<file path="src/rtl/demux_logic_unit_if.sv">
// Operand/result handshake bundle for demux_logic_unit.
// The source drives the operand side, and the sink drives out_ready.
interface demux_logic_unit_if #(
  parameter int WIDTH = 8
);
  logic             in_valid;
  logic             in_ready;
  logic [WIDTH-1:0] a;
  logic [WIDTH-1:0] b;
  logic [2:0]       op;
  logic             out_valid;
  logic             out_ready;
  logic [WIDTH-1:0] y;
  logic             zero;
  logic             parity;

  modport master (
    output in_valid, a, b, op, out_ready,
    input  in_ready, out_valid, y, zero, parity
  );

  modport slave (
    input  in_valid, a, b, op, out_ready,
    output in_ready, out_valid, y, zero, parity
  );
endinterface

</file>
<file path="src/rtl/demux_logic_unit.sv">
// Two-stage bitwise logic unit. Each bit pair is decoded to a one-hot minterm,
// and a registered opcode then selects one of eight functions.
module demux_logic_unit #(
  parameter int WIDTH = 8,
  parameter int CNT_W = 16
) (
  input  logic              clk,
  input  logic              rst,
  demux_logic_unit_if.slave bus,
  output logic [CNT_W-1:0]  count
);
  logic [WIDTH-1:0][3:0] m_d, m_q;
  logic [2:0]            op_q;
  logic                  s1_valid_q, out_valid_q;
  logic [WIDTH-1:0]      y_d, y_q;
  logic                  zero_q, parity_q;
  logic [CNT_W-1:0]      count_q;
  logic                  advance, xfer;

  function automatic logic sel_fn(input logic [2:0] op, input logic [3:0] m);
    logic r;
    r = 1'b0;
    unique case (op)
      3'd0: r = m[3];
      3'd1: r = m[1] | m[2] | m[3];
      3'd2: r = m[0] | m[1];
      3'd3: r = ~m[3];
      3'd4: r = m[0];
      3'd5: r = m[1] | m[2];
      3'd6: r = m[0] | m[3];
      3'd7: r = m[2] | m[3];
      default: r = 1'b0;
    endcase
    return r;
  endfunction

  for (genvar i = 0; i < WIDTH; i++) begin : g_bit
    // A 1:4 demux with its input tied high: sel={a,b} lights exactly one line.
    assign m_d[i] = 4'b0001 << {bus.a[i], bus.b[i]};
    assign y_d[i] = sel_fn(op_q, m_q[i]);
  end

  assign advance      = ~out_valid_q | bus.out_ready;
  assign bus.in_ready = ~s1_valid_q | advance;
  assign xfer         = bus.in_valid & bus.in_ready;

  always_ff @(posedge clk) begin
    if (rst) begin
      s1_valid_q <= 1'b0;
      m_q        <= '0;
      op_q       <= '0;
    end else begin
      // An empty stage 1 can fill even while stage 2 is stalled.
      if (xfer) begin
        s1_valid_q <= 1'b1;
        m_q        <= m_d;
        op_q       <= bus.op;
      end else if (advance) begin
        s1_valid_q <= 1'b0;
      end
    end
  end

  always_ff @(posedge clk) begin
    if (rst) begin
      out_valid_q <= 1'b0;
      y_q         <= '0;
      zero_q      <= 1'b1;
      parity_q    <= 1'b0;
      count_q     <= '0;
    end else begin
      if (advance) begin
        out_valid_q <= s1_valid_q;
        if (s1_valid_q) begin
          y_q      <= y_d;
          zero_q   <= ~|y_d;
          parity_q <= ^y_d;
        end
      end
      if (out_valid_q & bus.out_ready) count_q <= count_q + CNT_W'(1);
    end
  end

  assign bus.out_valid = out_valid_q;
  assign bus.y         = y_q;
  assign bus.zero      = zero_q;
  assign bus.parity    = parity_q;
  assign count         = count_q;
endmodule

</file>
<file path="src/flat_wrapper.sv">
// flat-port wrapper written by rule: the top's interface ports become plain ports
module demux_logic_unit_flat 
#(
  parameter int WIDTH = 8,
  parameter int CNT_W = 16
)
  (clk, rst, count, bus_in_valid, bus_a, bus_b, bus_op, bus_out_ready, bus_in_ready, bus_out_valid, bus_y, bus_zero, bus_parity);
  demux_logic_unit_if #(.WIDTH(WIDTH)) bus_i ();
  input  logic clk;
  input  logic rst;
  output logic [CNT_W-1:0] count;
  input wire logic [$bits(bus_i.in_valid)-1:0] bus_in_valid;
  input wire logic [$bits(bus_i.a)-1:0] bus_a;
  input wire logic [$bits(bus_i.b)-1:0] bus_b;
  input wire logic [$bits(bus_i.op)-1:0] bus_op;
  input wire logic [$bits(bus_i.out_ready)-1:0] bus_out_ready;
  output wire logic [$bits(bus_i.in_ready)-1:0] bus_in_ready;
  output wire logic [$bits(bus_i.out_valid)-1:0] bus_out_valid;
  output wire logic [$bits(bus_i.y)-1:0] bus_y;
  output wire logic [$bits(bus_i.zero)-1:0] bus_zero;
  output wire logic [$bits(bus_i.parity)-1:0] bus_parity;
  assign bus_i.in_valid = bus_in_valid;
  assign bus_i.a = bus_a;
  assign bus_i.b = bus_b;
  assign bus_i.op = bus_op;
  assign bus_i.out_ready = bus_out_ready;
  assign bus_in_ready = bus_i.in_ready;
  assign bus_out_valid = bus_i.out_valid;
  assign bus_y = bus_i.y;
  assign bus_zero = bus_i.zero;
  assign bus_parity = bus_i.parity;
  demux_logic_unit #(.WIDTH(WIDTH), .CNT_W(CNT_W)) u_core (.clk(clk), .rst(rst), .bus(bus_i), .count(count));
endmodule
</file>
<file path="config.mk">
export PLATFORM = sky130hd
export DESIGN_NAME = demux_logic_unit_flat
export DESIGN_NICKNAME = d
export VERILOG_FILES = /design/src/rtl/demux_logic_unit_if.sv /design/src/rtl/demux_logic_unit.sv /design/src/flat_wrapper.sv
export SDC_FILE = /design/constraint.sdc
export NUM_CORES = 1
export LEC_CHECK = 0
export BUFFER_PORTS_ARGS = -buffer_cell sky130_fd_sc_hd__buf_4
export CAP_MARGIN = 5
export CELL_PAD_IN_SITES_DETAIL_PLACEMENT = 1
export CELL_PAD_IN_SITES_GLOBAL_PLACEMENT = 2
export CORE_ASPECT_RATIO = 0.75
export CORE_UTILIZATION = 30
export DETAILED_ROUTE_END_ITERATION = 8
export GPL_ROUTABILITY_DRIVEN = 0
export PLACE_DENSITY = 0.78
export RECOVER_POWER = 50
export SLEW_MARGIN = 20
export SYNTH_ARGS = -nofsm -noshare
export SYNTH_HDL_FRONTEND = slang
export SYNTH_SLANG_ARGS = --single-unit
</file>
<file path="constraint.sdc">
create_clock -name clk -period 2 [get_ports clk]
set_clock_uncertainty 0.05 [all_clocks]
set_input_delay 0 -clock clk [delete_from_list [all_inputs] [get_ports clk]]
set_output_delay 0 -clock clk [all_outputs]
set_load 0.1 [all_outputs]
</file>
==> out/qor.csv <==
metric,value,unit
core_area,10400,µm²
path_cells,or3b_4 > a221oi_2 > a221oi_4 > ha_1 > xnor2_1 > xnor2_1 > a211oi_1,
start_util,31.2,%
antenna_found_initial,0,
crit_cells,7,
clock.fmax,467,MHz
cp.arrival,2.34,ns
final_common_cell,buf_4,
clockRootBuffer,clkbuf_16,
area_delta_synth_final,43.9,%
p_per_area,753,nW/µm²
cts.htree.levels,3,
cts_buffers,9,
power.total,3.51,mW
row_count,32,
r2r_start,u_core.op_q[2],
grt_pass1_wl,16.6,mm
status,finished with violations,
die_y,91.9,µm
synth-edff-count,0,
critical_path_required,2.20,ns
max-clock-path-buffers,2,
avgSynthCellArea,8.38,µm²
crit_slowest_cell,or3b_4,
hold_path_depth,2,
final-hold-violation-count,0,
final_cell_mix,"73 x buf_4, 50 x dfxtp_1, 46 x nand2_1",
fin_nets,532,
synth_cell_types,60,
tns,-0.229,ns
crit_family,compound AO/OA/AOI/OAI gates,
synthesis.area,3230,µm²
die_x,122,µm
grt_pass1_vias,3234,
ys_seq_elements,63,
async_reset_ff_share,0,%
maxCapViolCount,0,
routedWlPerCell,15.4,µm
cts_tree,done,
via_count,3232,
ff2ff_path_depth,7,
r2r_setup_slack,-0.14,ns
vias_per_cell,5.01,
track_usage,19.2,%
crit_buf_inv,0,
dr.first_iter.drc_count,122,
crit_top_cell,xnor2_1,
crit_path_end,u_core.bus.parity,
finalCriticalPeriod,2.14,ns
leakagePower,1.71,nW
violations,negative setup slack,
drcViolationCount,0,
end_kind,flop,
r2r-end,u_core.bus.parity,
setup_violations,2,
dr.pass1.iters,4,
rsz0062_at_grt,yes,
hpwl,7.17,mm
cp-startpoint,u_core.op_q[2],
layout_setup_ws,-0.140,ns
crit_fanout,12,
max_slew_margin,20.6,%
synth-seq-area-share,39.0,%
layout-drive-gt1-share,26.5,%
critPathLaunchType,flop,
syn_nets,414,
drv_slew,0,
clk_pin_slew_worst_paths,0.05,ns
clkLatencyLatePin,0.34,ns
worst_pin_slew,1.20,ns
grt_max_degree,46,
ir_worst_vdd,0.370,mV
worst_hold_path_type,primary input to flop,
portBuffers,50,
synthFlopType,dfxtp_1,
post-route-period-util,107,%
grt-ovfl-total,0,
io_pins,51,
cts_sinks,63,
synth_cells,386,
yosys_warnings,0,
drtAntennaViolNets,0,
routed_wl,9.95,mm
critical_path_class,flop to flop,
max_stage_delay,0.45,ns
antennaDiodeCount,0,
dieArea,11200,µm²
## state kept, by name, indices dropped and copies added (netlist names)
name and cells:
u_core.bus.zero 1, u_core.op_q 3, u_core.s1_valid_q 1, u_core.count 16, u_core.bus.parity 1, u_core.m_q 32
u_core.bus.out_valid 1, u_core.bus.y 8
## report_power, final
part           leakage [nW]  total, mW  internal [mW]  switching (mW)
logic                  1.06      0.739          0.322           0.417
clock network         0.132       1.41          0.864           0.544
registers             0.521       1.36           1.30          0.0531
## through the flow
step	utilization (%)	hold WS, ns	std cells	area, µm²	worst slack [ns]
after floorplan	-	0.0801	386	3340	-0.310
after global placement	39.3	0.215	597	4080	-0.174
after detailed placement	39.3	0.212	597	4080	-0.275
after CTS	45.1	0.0533	643	4670	-0.131
after global routing	44.9	0.0712	645	4650	-0.241
final	44.9	0.0613	645	4650	-0.140
## synthesized netlist by cell type, types with 3 or more instances
master | n | area, µm²
dfxtp_1 | 63 | 1260
nand2_1 | 47 | 176
a21oi_1 | 44 | 220
nor2_1 | 34 | 128
nand3b_1 | 17 | 128
nand3_1 | 15 | 75.1
buf_2 | 13 | 65.1
xnor2_1 | 12 | 105
or3_1 | 10 | 62.6
nand2b_1 | 9 | 56.3
nor2b_1 | 9 | 56.3
inv_1 | 8 | 30.0
clkbuf_1 | 6 | 22.5
ha_1 | 5 | 62.6
nor3_1 | 5 | 25.0
o21ai_0 | 5 | 25.0
o22ai_1 | 5 | 31.3
a221oi_2 | 4 | 60.1
and2_1 | 4 | 25.0
mux2i_1 | 4 | 40.0
a2111oi_0 | 3 | 26.3
a211oi_2 | 3 | 37.5
a21o_1 | 3 | 22.5
a221oi_1 | 3 | 26.3
a311oi_1 | 3 | 26.3
and3b_1 | 3 | 26.3
buf_4 | 3 | 22.5
o21a_1 | 3 | 22.5
o32a_1 | 3 | 30.0
## worst register-to-register path, stage by stage, from the launching register on
cell      delay, ns
dfxtp_4        0.38
or3b_4         0.45
a221oi_2       0.34
a221oi_4       0.07
ha_1           0.30
xnor2_1        0.18
xnor2_1        0.09
a211oi_1       0.18
## how the worst min path moves through the flow
stage | slack, ns | from | endpoint
2_1_floorplan | 0.08 | bus_op[2] | u_core.op_q[2]
3_3_place_gp | 0.21 | bus_op[2] | u_core.op_q[2]
3_5_place_dp | 0.21 | bus_op[2] | u_core.op_q[2]
4_1_cts | 0.05 | rst | u_core.count[3]
5_1_grt | 0.07 | rst | u_core.count[3]
6_report | 0.06 | rst | u_core.count[11]
## layout make-up
type | count | area [µm²]
Clock inverter | 4 | 22.5
Timing Repair Buffer | 131 | 956
Tap cell | 136 | 170
Clock buffer | 12 | 246
Sequential cell | 63 | 1280
Multi-Input combinational cell | 291 | 1950
Inverter | 8 | 30.0
Fill cell | 1231 | 5720
## repair_timing
item | 4_1_cts | 5_1_grt
pin swaps | 6 | 2
hold buffers | 26 | 0
gates resized for setup | 8 | 11
buffers inserted | 4 | 2
endpoints found under the setup margin | 2 | 6
hold endpoints to repair | 38 | 0
## kinds of logic after synthesis
logic type / share of synthesized area [%]
AOI/OAI and AO/OA: 21.2
xor gates and xnor gates: 3.52
adders and majority gates: 1.93
buffers and inverters: 4.80
DFF: 39.0
muxes: 2.63
and+or+nand+nor: 26.9
## routing by layer
layer | vias up | track usage (%) | share of wire [%]
met1 | 1555 | 28.9 | 54
met4 | 0 | 7.00 | 1.2
met3 | 9 | 4.48 | 3.3
met2 | 40 | 25.8 | 41
li1 | 1628 | - | -
met5 | - | 0 | 0
Note: power is estimated with default switching activity, not from simulation.
